$ cat src/rtl/register_file_write_controller_pkg.sv
// Shared sizing and requester identifiers for the register file write path.
package register_file_pkg;

    localparam int unsigned DATA_WIDTH = 32;
    localparam int unsigned ADDR_WIDTH = 5;
    localparam int unsigned NUM_REGS   = 32;

    typedef enum logic {
        REQ_ALU = 1'b0,
        REQ_MEM = 1'b1
    } req_id_e;

endpackage

$ cat src/rtl/register_file_write_controller_if.sv
// Writeback, issue-stage and register-file-side signals of the write controller.
interface register_file_write_controller_if #(
    parameter int unsigned DATA_WIDTH = register_file_pkg::DATA_WIDTH,
    parameter int unsigned ADDR_WIDTH = register_file_pkg::ADDR_WIDTH
);

    logic                  alu_valid_i;
    logic                  alu_ready_o;
    logic [ADDR_WIDTH-1:0] alu_register_i;
    logic [DATA_WIDTH-1:0] alu_data_i;

    logic                  mem_valid_i;
    logic                  mem_ready_o;
    logic [ADDR_WIDTH-1:0] mem_register_i;
    logic [DATA_WIDTH-1:0] mem_data_i;

    logic                  reserve_valid_i;
    logic [ADDR_WIDTH-1:0] reserve_register_i;
    logic                  reserve_ready_o;

    logic [ADDR_WIDTH-1:0] rd_register_1_i;
    logic [ADDR_WIDTH-1:0] rd_register_2_i;
    logic                  stall_o;

    logic                  reg_write_o;
    logic [ADDR_WIDTH-1:0] wr_register_o;
    logic [DATA_WIDTH-1:0] wr_data_o;

    modport master (
        output alu_valid_i, alu_register_i, alu_data_i,
        output mem_valid_i, mem_register_i, mem_data_i,
        output reserve_valid_i, reserve_register_i,
        output rd_register_1_i, rd_register_2_i,
        input  alu_ready_o, mem_ready_o, reserve_ready_o, stall_o,
        input  reg_write_o, wr_register_o, wr_data_o
    );

    modport slave (
        input  alu_valid_i, alu_register_i, alu_data_i,
        input  mem_valid_i, mem_register_i, mem_data_i,
        input  reserve_valid_i, reserve_register_i,
        input  rd_register_1_i, rd_register_2_i,
        output alu_ready_o, mem_ready_o, reserve_ready_o, stall_o,
        output reg_write_o, wr_register_o, wr_data_o
    );

endinterface

$ cat src/rtl/register_file_write_controller_arbiter.sv
// Two-way round-robin arbiter: one-hot grant, priority passes to the loser.
module round_robin_arbiter_2
    import register_file_pkg::*;
(
    input  logic       clk,
    input  logic       rst,
    input  logic [1:0] req,
    output logic [1:0] grant
);

    req_id_e prio;

    always_comb begin
        grant = '0;
        if (!rst) begin
            if (req[REQ_ALU] && req[REQ_MEM]) begin
                if (prio == REQ_MEM) grant = 2'b10;
                else                 grant = 2'b01;
            end else begin
                grant = req;
            end
        end
    end

    always_ff @(posedge clk) begin
        if (rst) begin
            prio <= REQ_ALU;
        end else if (grant[REQ_MEM]) begin
            prio <= REQ_ALU;
        end else if (grant[REQ_ALU]) begin
            prio <= REQ_MEM;
        end
    end

endmodule

$ cat src/rtl/register_file_write_controller.sv
// Register file write sequencer: arbitrates ALU/load writebacks into a one-cycle
// output stage and tracks pending destinations in a busy scoreboard.
module register_file_write_controller #(
    parameter int unsigned DATA_WIDTH = register_file_pkg::DATA_WIDTH,
    parameter int unsigned ADDR_WIDTH = register_file_pkg::ADDR_WIDTH,
    parameter int unsigned NUM_REGS   = register_file_pkg::NUM_REGS
) (
    input  logic                            clock_i,
    input  logic                            reset_i,
    register_file_write_controller_if.slave bus
);

    import register_file_pkg::*;

    logic [1:0]            req;
    logic [1:0]            grant;
    logic [ADDR_WIDTH-1:0] sel_register;
    logic [DATA_WIDTH-1:0] sel_data;

    logic                  reg_write_q;
    logic [ADDR_WIDTH-1:0] wr_register_q;
    logic [DATA_WIDTH-1:0] wr_data_q;

    logic [NUM_REGS-1:0]   busy;
    logic [NUM_REGS-1:0]   busy_next;
    logic                  reserve_ready;

    assign req[REQ_ALU] = bus.alu_valid_i;
    assign req[REQ_MEM] = bus.mem_valid_i;

    round_robin_arbiter_2 u_arbiter (
        .clk   (clock_i),
        .rst   (reset_i),
        .req   (req),
        .grant (grant)
    );

    assign bus.alu_ready_o = grant[REQ_ALU];
    assign bus.mem_ready_o = grant[REQ_MEM];

    always_comb begin
        sel_register = bus.alu_register_i;
        sel_data     = bus.alu_data_i;
        if (grant[REQ_MEM]) begin
            sel_register = bus.mem_register_i;
            sel_data     = bus.mem_data_i;
        end
    end

    // Writes to x0 are accepted but presented as an all-zero idle cycle.
    always_ff @(posedge clock_i) begin
        if (reset_i) begin
            reg_write_q   <= 1'b0;
            wr_register_q <= '0;
            wr_data_q     <= '0;
        end else if (grant != 2'b00) begin
            if (sel_register != '0) begin
                reg_write_q   <= 1'b1;
                wr_register_q <= sel_register;
                wr_data_q     <= sel_data;
            end else begin
                reg_write_q   <= 1'b0;
                wr_register_q <= '0;
                wr_data_q     <= '0;
            end
        end else begin
            reg_write_q <= 1'b0;
        end
    end

    // A write captured just before reset asserts is masked so it never reaches the register file.
    assign bus.reg_write_o   = reg_write_q & ~reset_i;
    assign bus.wr_register_o = wr_register_q;
    assign bus.wr_data_o     = wr_data_q;

    assign reserve_ready       = bus.reserve_valid_i & ~busy[bus.reserve_register_i] & ~reset_i;
    assign bus.reserve_ready_o = reserve_ready;

    always_comb begin
        busy_next = busy;
        if (bus.reg_write_o) begin
            busy_next[wr_register_q] = 1'b0;
        end
        if (reserve_ready) begin
            busy_next[bus.reserve_register_i] = 1'b1;
        end
        busy_next[0] = 1'b0;
    end

    always_ff @(posedge clock_i) begin
        if (reset_i) begin
            busy <= '0;
        end else begin
            busy <= busy_next;
        end
    end

    assign bus.stall_o = busy[bus.rd_register_1_i] | busy[bus.rd_register_2_i];

endmodule

$ cat src/flat_wrapper.sv
// flat-port wrapper written by rule: the top's interface ports become plain ports
module register_file_write_controller_flat import register_file_pkg::*;
#(
    parameter int unsigned DATA_WIDTH = register_file_pkg::DATA_WIDTH,
    parameter int unsigned ADDR_WIDTH = register_file_pkg::ADDR_WIDTH,
    parameter int unsigned NUM_REGS   = register_file_pkg::NUM_REGS
)
  (clock_i, reset_i, bus_alu_valid_i, bus_alu_register_i, bus_alu_data_i, bus_mem_valid_i, bus_mem_register_i, bus_mem_data_i, bus_reserve_valid_i, bus_reserve_register_i, bus_rd_register_1_i, bus_rd_register_2_i, bus_alu_ready_o, bus_mem_ready_o, bus_reserve_ready_o, bus_stall_o, bus_reg_write_o, bus_wr_register_o, bus_wr_data_o);
  register_file_write_controller_if #(.DATA_WIDTH(DATA_WIDTH), .ADDR_WIDTH(ADDR_WIDTH)) bus_i ();
  input  logic clock_i;
  input  logic reset_i;
  input wire logic [$bits(bus_i.alu_valid_i)-1:0] bus_alu_valid_i;
  input wire logic [$bits(bus_i.alu_register_i)-1:0] bus_alu_register_i;
  input wire logic [$bits(bus_i.alu_data_i)-1:0] bus_alu_data_i;
  input wire logic [$bits(bus_i.mem_valid_i)-1:0] bus_mem_valid_i;
  input wire logic [$bits(bus_i.mem_register_i)-1:0] bus_mem_register_i;
  input wire logic [$bits(bus_i.mem_data_i)-1:0] bus_mem_data_i;
  input wire logic [$bits(bus_i.reserve_valid_i)-1:0] bus_reserve_valid_i;
  input wire logic [$bits(bus_i.reserve_register_i)-1:0] bus_reserve_register_i;
  input wire logic [$bits(bus_i.rd_register_1_i)-1:0] bus_rd_register_1_i;
  input wire logic [$bits(bus_i.rd_register_2_i)-1:0] bus_rd_register_2_i;
  output wire logic [$bits(bus_i.alu_ready_o)-1:0] bus_alu_ready_o;
  output wire logic [$bits(bus_i.mem_ready_o)-1:0] bus_mem_ready_o;
  output wire logic [$bits(bus_i.reserve_ready_o)-1:0] bus_reserve_ready_o;
  output wire logic [$bits(bus_i.stall_o)-1:0] bus_stall_o;
  output wire logic [$bits(bus_i.reg_write_o)-1:0] bus_reg_write_o;
  output wire logic [$bits(bus_i.wr_register_o)-1:0] bus_wr_register_o;
  output wire logic [$bits(bus_i.wr_data_o)-1:0] bus_wr_data_o;
  assign bus_i.alu_valid_i = bus_alu_valid_i;
  assign bus_i.alu_register_i = bus_alu_register_i;
  assign bus_i.alu_data_i = bus_alu_data_i;
  assign bus_i.mem_valid_i = bus_mem_valid_i;
  assign bus_i.mem_register_i = bus_mem_register_i;
  assign bus_i.mem_data_i = bus_mem_data_i;
  assign bus_i.reserve_valid_i = bus_reserve_valid_i;
  assign bus_i.reserve_register_i = bus_reserve_register_i;
  assign bus_i.rd_register_1_i = bus_rd_register_1_i;
  assign bus_i.rd_register_2_i = bus_rd_register_2_i;
  assign bus_alu_ready_o = bus_i.alu_ready_o;
  assign bus_mem_ready_o = bus_i.mem_ready_o;
  assign bus_reserve_ready_o = bus_i.reserve_ready_o;
  assign bus_stall_o = bus_i.stall_o;
  assign bus_reg_write_o = bus_i.reg_write_o;
  assign bus_wr_register_o = bus_i.wr_register_o;
  assign bus_wr_data_o = bus_i.wr_data_o;
  register_file_write_controller #(.DATA_WIDTH(DATA_WIDTH), .ADDR_WIDTH(ADDR_WIDTH), .NUM_REGS(NUM_REGS)) u_core (.clock_i(clock_i), .reset_i(reset_i), .bus(bus_i));
endmodule
$ cat config.mk
export PLATFORM = sky130hd
export DESIGN_NAME = register_file_write_controller_flat
export DESIGN_NICKNAME = d
export VERILOG_FILES = /design/src/rtl/register_file_write_controller_pkg.sv /design/src/rtl/register_file_write_controller_if.sv /design/src/rtl/register_file_write_controller_arbiter.sv /design/src/rtl/register_file_write_controller.sv /design/src/flat_wrapper.sv
export SDC_FILE = /design/constraint.sdc
export NUM_CORES = 1
export LEC_CHECK = 0
export ABC_AREA = 1
export BUFFER_PORTS_ARGS = -buffer_cell sky130_fd_sc_hd__buf_4
export CAP_MARGIN = 25
export CORE_MARGIN = 8
export CORE_UTILIZATION = 47
export CTS_CLUSTER_SIZE = 10
export DETAILED_ROUTE_END_ITERATION = 10
export PLACE_DENSITY = 0.77
export SKIP_LAST_GASP = 1
export SLEW_MARGIN = 20
export SYNTH_ARGS = -nofsm -noshare
export SYNTH_HDL_FRONTEND = slang
export SYNTH_SLANG_ARGS = --single-unit
$ cat constraint.sdc
create_clock -name clock_i -period 1.45 [get_ports clock_i]
set_clock_uncertainty 0.05 [all_clocks]
set_input_delay 0 -clock clock_i [delete_from_list [all_inputs] [get_ports clock_i]]
set_output_delay 0 -clock clock_i [all_outputs]
set_load 0.05 [all_outputs]
Word level (Yosys, flattened, before mapping)
Index checks and enable logic that the tools add are counted.
- bitwise operators: 10
- reductions and logical operators: 7
- multiplexer cells: 20
- order comparisons: 6
- operator list (cell ; number):
    two-way mux 32 bit ; 4
    bitwise AND 32 bit ; 1
    NOT 32 bit ; 1
    bitwise OR 32 bit ; 1
    < comparator 5 x 6 -> 1 bit, second input constant ; 4
    binary-select mux 1 bit (select 5 bit) ; 3
    demux 1 bit (select 5 bit) ; 2
    greater-or-equal comparator 5 x 1 -> 1 bit, second input constant ; 2
    two-way mux 5 bit ; 2
    two-way mux 1 bit ; 6
    two-way mux 2 bit ; 3
    nonzero test 5 bit ; 1
    OR reduction 2 bit ; 2
    bitwise AND 1 bit ; 3
    logical AND 1 bit ; 3
    NOT 1 bit ; 3
    nonzero test 2 bit ; 1
    bitwise OR 1 bit ; 1
- register bits: 71
- word-level logic and storage cells: 49
- output and inout bits: 42

Depth between registers and ports, before layout
- word-level depth: 9
- depth in mapped cells: 12
- depth with buffers taken out: 10

By module
From an unflattened synthesis, not the netlist that was laid out.
- cells, all modules: 627
- area total of the unflattened synthesis: 4139.0 sq um
- by module, submodules not included (module ; area each (sq um) ; cells an instance ; times used ; seq. area each (sq um)):
    register_file_write_controller ; 4081.4 ; 616 ; 1 ; 1381.3
    round_robin_arbiter_2 ; 57.6 ; 11 ; 1 ; 20.0

Worst setup path after synthesis
OpenSTA, ideal clock, no wires.
- path kind: register -> register
- start: reg u_core.reg_write_q
- end: reg u_core.busy[10]
- slack: -0.436 ns
- data required time: 1.268 ns
- arrival: 1.703 ns
- cell stages (with the launch flop): 6
- setup time: 0.132 ns
- path through: dfxtp_1 > inv_1 > nor2_1 > nand3_1 > o21ai_0 > a21oi_1
- cells in the longest elaborated chain, start to end: 4
- ends and longest elaborated chain (what ; line ; source):
    start, declared ; register_file_write_controller.sv:20 ; logic reg_write_q;
    start signal, assigned ; register_file_write_controller.sv:53 ; reg_write_q <= 1'b0;
    start signal, assigned ; register_file_write_controller.sv:58 ; reg_write_q <= 1'b1;
    start signal, assigned ; register_file_write_controller.sv:62 ; reg_write_q <= 1'b0;
    bitwise AND 1 bit (*) ; register_file_write_controller.sv:72 ; assign bus.reg_write_o = reg_write_q & ~reset_i;
    via bus_reg_write_o ; flat_wrapper.sv:26 ; output wire logic [$bits(bus_i.reg_write_o)-1:0] bus_reg_write_o;
    two-way mux 32 bit (*) ; register_file_write_controller.sv:81 ; if (bus.reg_write_o) begin
    bitwise OR 32 bit (no line) ; -- ;
    two-way mux 32 bit (*) ; register_file_write_controller.sv:84 ; if (reserve_ready) begin
    end signal, assigned ; register_file_write_controller.sv:94 ; busy <= busy_next;
    end, declared ; register_file_write_controller.sv:24 ; logic [NUM_REGS-1:0] busy;
The timed path passes the listed nets; every way through them passes the cells marked *.
A chain may end at the register's enable or synchronous reset.

Worst setup path after layout
- start: reg u_core.u_arbiter.prio
- end: reg u_core.wr_data_q[30] (netlist: u_core.bus.wr_data_o[30])
- cells in the longest elaborated chain, start to end: 6
- ends and longest elaborated chain (what ; line ; source):
    start, declared ; register_file_write_controller_arbiter.sv:11 ; req_id_e prio;
    start signal, assigned ; register_file_write_controller_arbiter.sv:27 ; prio <= REQ_ALU;
    start signal, assigned ; register_file_write_controller_arbiter.sv:29 ; prio <= REQ_ALU;
    start signal, assigned ; register_file_write_controller_arbiter.sv:31 ; prio <= REQ_MEM;
    two-way mux 2 bit (*) ; register_file_write_controller_arbiter.sv:17 ; if (prio == REQ_MEM) grant = 2'b10;
    two-way mux 2 bit (*) ; register_file_write_controller_arbiter.sv:16 ; if (req[REQ_ALU] && req[REQ_MEM]) begin
    two-way mux 2 bit (*) ; register_file_write_controller_arbiter.sv:15 ; if (!rst) begin
    two-way mux 5 bit ; register_file_write_controller.sv:44 ; if (grant[REQ_MEM]) begin
    nonzero test 5 bit ; register_file_write_controller.sv:57 ; if (sel_register != '0) begin
    two-way mux 32 bit ; register_file_write_controller.sv:57 ;
    end signal, assigned ; register_file_write_controller.sv:60 ; wr_data_q <= sel_data;
    end, declared ; register_file_write_controller.sv:22 ; logic [DATA_WIDTH-1:0] wr_data_q;
Every way passes the cells marked *; elsewhere a longest branch is shown, timed or not.

==> run_results.csv <==
group,metric,value,unit
outcome,status,"complete, but fails checks",
outcome,violations,"setup timing",
logic_synthesis,syn_nets,748,
worst_setup_path,required,1.64,ns
logic_synthesis,synthXorXnorAreaFrac,0,%
logic_synthesis,synth_top_family_by_area,"compound AO/OA/AOI/OAI gates",
floorplanning,die-area,12700,µm²
floorplanning,start_util,47.9,%
logic_synthesis,synth_fa_ha_area_share,0,%
worst_setup_path,cpPeakStageDelay,0.37,ns
cts,cts_made_buffers,9,
logic_synthesis,synth.cell_area,4390,µm²
cts,cts_tree,"done",
power,vdd_drop_max,0.565,mV
sta,timing.fmax,508,MHz
floorplanning,rows,35,
drt,drcViolationCount,0,
worst_setup_path,cp_max_fo,7,
sta,worst_pin_slew,0.636,ns
sta,setup_ws,-0.517,ns
cts,htree_levels,3,
sta,setup_tns,-20.44,ns
worst_setup_path,cp_slowest_cell,"dfxtp_2",
logic_synthesis,ys_ff_latch,70,
finish,n_antenna_cell,0,
logic_synthesis,ys_types,33,
worst_setup_path,critical-path-top-delay-family,"simple AND/OR/NAND/NOR gates",
place,portBuffers,135,
logic_synthesis,avgSynthCellArea,6.71,µm²
logic_synthesis,synth_compound_gate_area_share,29.9,%
logic_synthesis,synth-edff-count,0,
grt,grt_usage,31.0,%
finish,finalNetCount,985,
power,leakagePower,3.14,nW
worst_setup_path,cp-end-kind,"flip-flop",
power,pwr_density_cell,816,nW/µm²
place,place_congestion,0.943,
drt,dr.pass1.iters,9,
logic_synthesis,ys_async_sr_fraction,0,%
cts,clockRootBuffer,"clkbuf_8",
drt,wl_per_cell,25.3,µm
place,pre_cts_ws,-0.214,ns
grt,grt-ovfl-total,0,
sta,hold_viol_final,0,
logic_synthesis,yosys_warnings,0,
logic_synthesis,synth-seq-area-share,31.9,%
drt,ant_nets,0,
finish,area_growth,68.0,%
cts,clock_sinks,70,
worst_setup_path,startpoint_type,"flip-flop",
logic_synthesis,synthFlopType,"dfxtp_1",
place,hpwl,12000,µm
sta,setup_viol,73,
logic_synthesis,synthCells,654,
hold_path,hold_class,"input port to flip-flop",
sta,finalCritPeriodShare,136,%
worst_setup_path,critPathKind,"flip-flop to flip-flop",
grt,grt_pass1_wl,32000,µm
sta,slew_headroom,57.6,%
floorplanning,die_y,113,µm
worst_setup_path,cpMostUsedCell,"nand3_4",
floorplanning,core_area,9150,µm²
logic_synthesis,synthSimpleGateAreaFrac,26.9,%
drt,dr_total_vias,6795,
drt,viasPerCell,6.75,
finish,drive_gt1_share,40.3,%
grt,grt_pass1_vias,6126,
floorplanning,io-pin-count,136,
sta,finalMaxSlewViolations,0,
cts,cts_max_path_buffers,2,
grt,grt_max_degree,42,
cts,clk_latency,0.37,ns
logic_synthesis,synth_mux_area_share,0,%
drt,routed_wirelength,25500,µm
worst_setup_path,critPathBufInv,3,
worst_setup_path,cp.arrival,2.16,ns
floorplanning,die_w,113,µm
worst_setup_path,path_cells,"inv_2 > nand2_2 > nand3_4 > inv_6 > nand2_1 > o21ai_2 > nand3_4 > clkbuf_16 > o21ai_4 > a21oi_2",
sta,min_period,1.97,ns
grt,antenna_found_initial,0,
drt,drt-initial-drc-count,1031,
sta,grt_setup_unrepaired,"yes",
finish,fin_util,80.6,%
cts,clk_pin_slew,0.10,ns
flow_run,cap_violations,0,
[report_power, final]
| part | internal [mW] | switching (mW) | total, mW |
|---|---|---|---|
| logic | 0.798 | 1.20 | 2.00 |
| clock network | 0.996 | 0.914 | 1.91 |
| registers | 2.01 | 0.0974 | 2.11 |
| total | 3.80 | 2.21 | 6.01 |
[cell usage after synthesis (all sizes together), types with 2 or more instances]
master  instances  area (µm²)
a21oi          85         425
a22o           32         280
buf            29         251
clkbuf         15        56.3
clkinv          2        7.51
dfxtp          70        1400
inv            47         176
nand2         129         507
nand3          34         188
nand4          31         194
nor2           54         226
nor3            8        40.0
o211ai          5        37.5
o21ai         105         544
o22ai           2        12.5
or2             3        18.8
[layout by cell type (no fill, tap or decap), types with 3 or more instances in the layout]
cell type and count:
nor2_4 4, nand4_1 31, inv_1 35, clkbuf_8 9
o211ai_1 5, dlygate4sd3_1 45, dfxtp_1 48, clkbuf_16 8
nor2_1 47, buf_8 5, buf_6 25, o21ai_4 13
dfxtp_2 22, nand3_1 30, a22o_1 32, a21oi_2 17
nand2_4 3, buf_4 179, a21oi_1 68, o21ai_0 50
buf_12 7, nand2_1 113, inv_6 3, o21ai_2 26
nor3_1 8, o21ai_1 16, nand2_2 13, inv_2 10
[flip-flops by register name, indices dropped and copies added (netlist names)]
signal and cells:
u_core.bus.wr_data_o 32, u_core.reg_write_q 1, u_core.u_arbiter.prio 1, u_core.busy 31, u_core.bus.wr_register_o 5
[logic make-up after synthesis]
| group | count (synthesis) |
|---|---|
| buffers and inverters | 93 |
| AOI/OAI and AO/OA | 231 |
| DFF | 70 |
| and+or+nand+nor | 260 |
[routing by layer]
| layer | global-route usage (%) | vias up | wire [µm] |
|---|---|---|---|
| li1 | - | 2747 | - |
| met1 | 34.6 | 3049 | 8360 |
| met2 | 50.0 | 766 | 10900 |
| met3 | 10.4 | 233 | 3930 |
| met4 | 19.3 | 0 | 2310 |
| met5 | 0 | - | 0 |
[worst register-to-register path, stage by stage, from the launching register on]
cell,delay [ns]
dfxtp_2,0.37
inv_2,0.06
nand2_2,0.07
nand3_4,0.15
inv_6,0.15
nand2_1,0.14
o21ai_2,0.13
nand3_4,0.21
clkbuf_16,0.23
o21ai_4,0.18
a21oi_2,0.10
[layout make-up]
type	count	area, µm²
clock buffer	9	124
sequential	70	1430
tap	111	139
multi-input combinational	491	2870
inverter	49	191
clock inverter	7	105
timing repair buffer	270	2520
fill	471	1780
[what timing repair did]
action,in CTS,in global routing
pin swaps,32,44
setup endpoints to repair,67,69
hold buffers,45,0
endpoints found under the hold margin,27,0
buffers inserted,8,3
resized for setup,95,88
cloned,4,8
[metrics by stage]
step	instance area [µm²]	hold slack (ns)	cells	total power [mW]
detailed placement	5800	0.177	923	3.53
finish	7370	0.0238	1007	6.01
global route	7370	0.0270	1007	6.11
global placement	5800	0.171	923	3.50
floorplan	4410	0.0166	654	2.94
CTS	6840	0.000211	996	5.55
[worst paths after layout]
kind / from / endpoint / slack (ns) / cells past startpoint
setup / recovery: u_core.u_arbiter.prio$_SDFFE_PP0P_ / u_core.bus.wr_data_o[30]$_SDFFE_PP0P_ / -0.52 / 10
hold / removal: bus_mem_data_i[9] / u_core.bus.wr_data_o[9]$_SDFFE_PP0P_ / 0.02 / 4
setup reg to reg: u_core.u_arbiter.prio$_SDFFE_PP0P_ / u_core.bus.wr_data_o[30]$_SDFFE_PP0P_ / -0.52 / 10
hold reg to reg: u_core.busy[6]$_SDFF_PP0_ / u_core.busy[6]$_SDFF_PP0_ / 0.44 / 2
(Power assumes the default switching activity.)
